--- config.mk ---
export PLATFORM = sky130hd
export DESIGN_NAME = updown_counter_param
export DESIGN_NICKNAME = d
export VERILOG_FILES = /design/src/rtl/updown_counter_param.sv
export SDC_FILE = /design/constraint.sdc
export NUM_CORES = 1
export LEC_CHECK = 0
export BUFFER_PORTS_ARGS = -buffer_cell sky130_fd_sc_hd__buf_4
export CAP_MARGIN = 20
export CORE_MARGIN = 2
export CORE_UTILIZATION = 52
export CTS_CLUSTER_SIZE = 14
export DETAILED_ROUTE_END_ITERATION = 16
export GPL_TIMING_DRIVEN = 0
export PLACE_DENSITY = 0.82
export SKIP_CTS_REPAIR_TIMING = 1
export SYNTH_ARGS = -nofsm -noshare
export SYNTH_HDL_FRONTEND = slang
export SYNTH_SLANG_ARGS = --single-unit
export TNS_END_PERCENT = 100
--- constraint.sdc ---
create_clock -name clk -period 2 [get_ports clk]
set_input_delay 0.3 -clock clk [delete_from_list [all_inputs] [get_ports clk]]
set_output_delay 0.3 -clock clk [all_outputs]
set_load 0.02 [all_outputs]
--- src/rtl/updown_counter_param.sv ---
`default_nettype none
// ============================================================================
// Module   : updown_counter_param
// Summary  : Single-clock up/down modulo counter. An internal prescaler makes
//            a step enable, so there is no derived clock. The counter supports
//            parallel load with clamp, wrap or saturate at the bounds, and
//            registered tick and terminal-count pulses.
//            Optional macro UDCNT_ONESHOT_EN adds a 'done' output. In that
//            mode the counter stops at the first bound it reaches.
// Revision : 1.0 - initial release
// ============================================================================
module updown_counter_param #(
    parameter int WIDTH    = 4,
    parameter int MODULUS  = 16,
    parameter int DIV      = 50000000,
    parameter int INIT     = 0,
    parameter int SATURATE = 0
) (
    input  logic             clk,
    input  logic             rst,
    input  logic             en,
    input  logic             dir,
    input  logic             load,
    input  logic [WIDTH-1:0] load_val,
    output logic [WIDTH-1:0] count,
    output logic             tick,
    output logic             tc
`ifdef UDCNT_ONESHOT_EN
    ,
    output logic             done
`endif
);

    // The prescaler is wide enough to hold DIV-1 and is at least one bit wide.
    localparam int               PRE_W      = (DIV > 1) ? $clog2(DIV) : 1;
    localparam logic [PRE_W-1:0] C_PRE_LAST = PRE_W'(DIV - 1);
    localparam logic [WIDTH:0]   C_MOD      = (WIDTH + 1)'(MODULUS);
    localparam logic [WIDTH-1:0] C_TOP      = WIDTH'(MODULUS - 1);
    localparam logic [WIDTH-1:0] C_INIT     = WIDTH'(INIT);

    logic [PRE_W-1:0] r_pre;
    logic             w_frozen;
    logic             w_hold_bound;
    logic             w_step;
    logic             w_at_bound;
    logic [WIDTH-1:0] w_next;
    logic [WIDTH-1:0] w_load_clamped;

`ifdef UDCNT_ONESHOT_EN
    // After the one-shot run finishes, steps stop and the count stays at the bound.
    assign w_frozen     = done;
    assign w_hold_bound = 1'b1;
`else
    assign w_frozen     = 1'b0;
    assign w_hold_bound = (SATURATE != 0);
`endif

    // Decode the step, the bound condition, the next count and the clamped load value.
    always_comb begin
        w_step         = en & ~w_frozen & (r_pre == C_PRE_LAST);
        w_at_bound     = dir ? (count == '0) : (count == C_TOP);
        // Compare one bit wider so that MODULUS == 2**WIDTH is represented exactly.
        w_load_clamped = ({1'b0, load_val} < C_MOD) ? load_val : C_TOP;
        if (w_at_bound) begin
            w_next = w_hold_bound ? count : (dir ? C_TOP : '0);
        end else begin
            w_next = dir ? (count - 1'b1) : (count + 1'b1);
        end
    end

    // Prescaler. It counts enabled cycles and holds while en is low or after the run is done.
    always_ff @(posedge clk) begin
        if (rst) begin
            r_pre <= '0;
        end else if (load) begin
            r_pre <= '0;
        end else if (en & ~w_frozen) begin
            r_pre <= w_step ? '0 : (r_pre + 1'b1);
        end
    end

    // Count register and its pulses. Priority is reset, then load, then step, then hold.
    always_ff @(posedge clk) begin
        if (rst) begin
            count <= C_INIT;
            tick  <= 1'b0;
            tc    <= 1'b0;
`ifdef UDCNT_ONESHOT_EN
            done  <= 1'b0;
`endif
        end else if (load) begin
            count <= w_load_clamped;
            tick  <= 1'b0;
            tc    <= 1'b0;
`ifdef UDCNT_ONESHOT_EN
            done  <= 1'b0;
`endif
        end else begin
            tick <= w_step;
            tc   <= w_step & w_at_bound;
            if (w_step) begin
                count <= w_next;
            end
`ifdef UDCNT_ONESHOT_EN
            if (w_step & w_at_bound) begin
                done <= 1'b1;
            end
`endif
        end
    end

endmodule
`default_nettype wire
# After elaboration in Yosys (flattened, before gate mapping)

Index checks and enable logic that the tools add are counted.

Register bits: 32
Bits in latches: 0
Bits in writable memories: 0
ROM bits: 0
Input bits: 9
Output and inout port bits: 6
Logic and storage cells: 21
Memories: 0

$add $sub $neg: 3
$mul: 0
Divide/modulo/power cells: 0
Order comparisons: 0
Equality and inequality tests: 2
Shifts and indexed selects: 0
Mux-type cells: 7
Bitwise logic cells: 2
Reductions and logical operators: 3

Operator list:

| kind                                             | count |
|---|---|
| adder 26 x 1 -> 26 bit, second input constant    | 1 |
| equality test 26 bit, second input constant      | 1 |
| two-way mux 26 bit                               | 1 |
| two-way mux 4 bit                                | 5 |
| adder 4 x 1 -> 4 bit, second input constant      | 1 |
| equality test 4 bit, second input constant       | 1 |
| logical NOT 4 bit                                | 1 |
| subtractor 4 x 1 -> 4 bit, second input constant | 1 |
| AND 1 bit                                        | 2 |
| nonzero test 2 bit                               | 1 |
| OR reduction 2 bit                               | 1 |
| two-way mux 1 bit                                | 1 |

# Depth between registers and ports, before layout

Depth after elaboration: 5
Gate-level depth with buffers: 9
Gate-level depth less buffers: 6

# Least setup slack after synthesis

No wires, ideal clock.

Path type: reg2reg
Start: reg r_pre[0]
End: reg count[0]
Setup time: 0.115 ns
Arrival time: 1.746 ns
Required time: 1.885 ns
Setup slack: 0.139 ns
Cell stages (with the launch flop): 9
Path buffers: 2
Clock period less this slack: 1.861 ns
Cell sequence: dfxtp_1 > ha_1 > nand3_2 > or2_1 > buf_6 > or3_1 > buf_2 > xnor2_1 > o21a_1

Longest elaborated chain between the ends: 3

Ends and longest elaborated chain:

| what                         | line | text |
|---|---|---|
| start, declared              | 41   | `logic [PRE_W-1:0] r_pre;` |
| start signal, assigned       | 78   | `r_pre <= w_step ? '0 : (r_pre + 1'b1);` |
| equality test 26 bit         | 60   | `w_step = en & ~w_frozen & (r_pre == C_PRE_LAST);` |
| AND 1 bit                    | 60   |  |
| nonzero test 2 bit (no line) | --   |  |
| end signal, assigned         | 92   | `count <= w_load_clamped;` |
| end signal, assigned         | 102  | `count <= w_next;` |
| end, declared                | 25   | `output logic [WIDTH-1:0] count,` |

Every way passes these cells.
A chain may end at the register's enable or synchronous reset.

# Worst setup path in the final report

Start: reg r_pre[0]
End: reg count[3]

The elaborated chain is that of the path after synthesis.

==> impl_metrics.py <==
metrics = {
    "status": {
        "status": "complete, no violations",
    },
    "placed_design": {
        "hpwl_um": 2240,
        "io_buffers": 14,
        "placed_cell_area_um2": 1810,
        "dp_slack_ns": 0.0247,
        "gp_congestion": 0.837,
    },
    "worst_setup_path": {
        "r2r_start": "r_pre[0]$_SDFFE_PP0P_",
        "end_kind": "flip-flop",
        "cp_common_cell": "buf_6",
        "reg2reg_slack_ns": 0.08,
        "required_ns": 2.21,
        "critPathSlowestCell": "dfxtp_4",
        "critPathMaxStageDelay_ns": 0.38,
        "path_cells": "ha_4, nand3_2, or2_1, buf_6, or3_4, buf_6, a211oi_4, a2111oi_2",
        "cp_max_fo": 6,
        "r2r_cells": 8,
        "start_kind": "flip-flop",
        "worstReg2RegEnd": "count[3]$_SDFFE_PP0P_",
        "crit_type": "reg -> reg",
        "critPathArrivalTime_ns": 2.13,
    },
    "power_and_ir_drop": {
        "power_mw": 1.14,
        "p_leak_nw": 0.694,
        "powerDensity_nw_per_um2": 590,
        "peakVddDrop_v": 0.000414,
    },
    "routing": {
        "dr.pass1.iters": 4,
        "met1_length_um": 1570,
        "drc": 0,
        "drt_iter0_drc": 58,
        "wl_um": 3160,
        "dr_wl_met3_um": 125,
        "ant_nets": 0,
        "met2WireLength_um": 1410,
        "vias": 1376,
        "route.detailed.wl_per_inst_um": 12.4,
        "maxUsedRoutingLayer": "met4",
        "vias_per_cell": 5.40,
    },
    "yosys": {
        "synth-async-reset-ratio_pct": 0,
        "ys_seq_area_share_pct": 38.9,
        "synth_edf_count": 0,
        "synth_xor_area_share_pct": 14.9,
        "synth_top_area_share_pct": 38.9,
        "ys_top_cells_by_count": "nor2_1 (33), dfxtp_1 (32), xor2_1 (21)",
        "synth_top_flop_cell": "dfxtp_1",
        "synth.area.top_cells": "dfxtp_1 (39%), xor2_1 (11%), nor2_1 (7.5%)",
        "synth-simple-area-share_pct": 32.6,
        "synth_top_family_by_area": "simple AND/OR/NAND/NOR gates",
        "synth.distinct_cells": 40,
        "yosysTopAreaCell": "dfxtp_1",
        "synthMostInstantiatedCell": "nor2_1",
        "ys_ff_latch": 32,
        "syn_avg_cell_area_um2": 8.81,
        "synth.cell_area_um2": 1650,
        "postSynthCellCount": 187,
        "ys_warn_count": 0,
        "synth_fp_nets": 200,
        "synth_compound_gate_area_share_pct": 6.00,
        "synth.area.mux_share_pct": 0,
        "synth_fa_ha_area_share_pct": 3.49,
    },
    "clocking": {
        "cts-buffers-inserted": 5,
        "htree_levels": 2,
        "clockBufferDepth": 2,
        "clkLatencyLatePin_ns": 0.34,
        "cts_tree": "yes",
        "cts.sinks": 32,
        "root_buffer": "clkbuf_4",
        "clk_pin_slew_ns": 0.09,
    },
    "timing": {
        "tightest_slew_ns": 0.796,
        "period_share_pct": 96.0,
        "fin_ws_ns": 0.0803,
        "fmax_mhz": 521,
        "whs_ns": 0.183,
        "setup_viol": 0,
        "clock_skew_ns": 0.0109,
        "min_period_ns": 1.92,
        "finalMaxSlewViolations": 0,
        "worst_slew_margin_rel_pct": 46.5,
        "hold_viol_final": 0,
    },
    "floorplanning": {
        "die_h_um": 60.3,
        "core_um2": 3030,
        "rows": 20,
        "start_util_pct": 54.4,
        "top_level_ports": 15,
        "die_w_um": 60.3,
        "dieArea_um2": 3640,
    },
    "run": {
        "cap_violations": 0,
    },
    "grt": {
        "grt.total_usage_pct": 19.4,
        "grt_max_degree": 11,
        "grt_pass1_wl_um": 5200,
        "grt_pass1_vias": 1180,
        "grt_antenna_before_repair": 0,
        "grt.overflow.total": 0,
    },
    "layout": {
        "area_delta_synth_final_pct": 17.2,
        "nNetsFinal": 223,
        "nFillCells": 260,
        "layout-drive-gt1-share_pct": 19.4,
        "stdcell_area_um2": 1930,
        "seqCellArea_um2": 647,
        "multi_input_area_um2": 978,
        "antenna_cells": 0,
    },
    "worst_hold_path": {
        "hp-class": "in -> reg",
        "min-delay-start": "rst",
        "hold_end": "count[3]$_SDFFE_PP0P_",
        "hold-path-cell-count": 2,
    },
}
## final cells by class
cell class | instances | share of cell area [%]
flip-flops and latches | 32 | 33.5
clock buffers | 8 | 3.04
inverters | 6 | 1.17
multi-input cells | 143 | 50.6
plain buffers | 6 | 2.72
repair buffers | 16 | 6.09
well taps | 44 | 2.85
## power by group
part	leakage, nW	switching [mW]	total, mW	internal (mW)
Sequential	0.260	0.0100	0.652	0.642
Clock	0.0326	0.210	0.383	0.173
Combinational	0.401	0.0563	0.104	0.0473
## per-stage QoR
stage / utilization [%] / TNS (ns) / instances
6_report: 63.8 / 0 / 255
5_1_grt: 63.8 / -0.0141 / 255
4_1_cts: 61.8 / 0 / 254
3_5_place_dp: 59.9 / 0 / 246
3_3_place_gp: 59.7 / -1.04 / 245
2_1_floorplan: - / 0 / 187
## placed cells by master, fill, tap and decap left out, types with 2 or more instances in the layout
| master | n |
|---|---|
| nor2_1 | 33 |
| dfxtp_1 | 29 |
| xor2_1 | 21 |
| buf_4 | 15 |
| nand2_1 | 12 |
| nand3_1 | 12 |
| nand4_1 | 10 |
| xnor2_1 | 7 |
| inv_1 | 6 |
| clkbuf_4 | 5 |
| clkbuf_1 | 4 |
| buf_6 | 4 |
| a21oi_1 | 4 |
| and4_1 | 3 |
| nor3_1 | 3 |
| nand2b_1 | 3 |
| nand3_2 | 2 |
| and3_1 | 2 |
| nor4_1 | 2 |
| nor4_4 | 2 |
| nor4b_1 | 2 |
| and2_1 | 2 |
| o211ai_1 | 2 |
| ha_1 | 2 |
| dfxtp_2 | 2 |
## worst max-delay path, delay by kind of cell, from the launching register on
kind | cells | cell delay (ns)
buf+inv | 2 | 0.29
compound gates | 2 | 0.26
simple gates | 3 | 0.72
flops | 1 | 0.38
fa+ha+maj | 1 | 0.15
## worst max path at each step
stage                                from                     end  slack, ns
global route        r_pre[0]$_SDFFE_PP0P_   count[3]$_SDFFE_PP0P_      -0.01
floorplan           r_pre[0]$_SDFFE_PP0P_   count[0]$_SDFFE_PP0P_       0.14
finish              r_pre[0]$_SDFFE_PP0P_   count[3]$_SDFFE_PP0P_       0.08
CTS                 r_pre[0]$_SDFFE_PP0P_   count[0]$_SDFFE_PP0P_      0.004
detailed placement  r_pre[0]$_SDFFE_PP0P_   count[0]$_SDFFE_PP0P_       0.02
global placement    r_pre[0]$_SDFFE_PP0P_  r_pre[22]$_SDFFE_PP0P_      -0.16
## sequential cells by signal, indices dropped and copies added, names as in the netlist
register	count
r_pre	26
tick	1
tc	1
count	4
## per-layer routing
metal / GRT usage (%) / vias to the layer above
li1: - / 689
met1: 25.9 / 658
met2: 28.3 / 22
met3: 6.49 / 7
met4: 8.57 / 0
met5: 0 / -
## cell families (layout without fill, tap and decap cells)
kind of cell               Yosys count  after routing
AOI/OAI and AO/OA                   13             13
xor gates and xnor gates            28             28
adders and majority gates            4              4
buffers and inverters               12             36
DFF                                 32             32
and+or+nand+nor                     98             98
(Power assumes the default switching activity.)
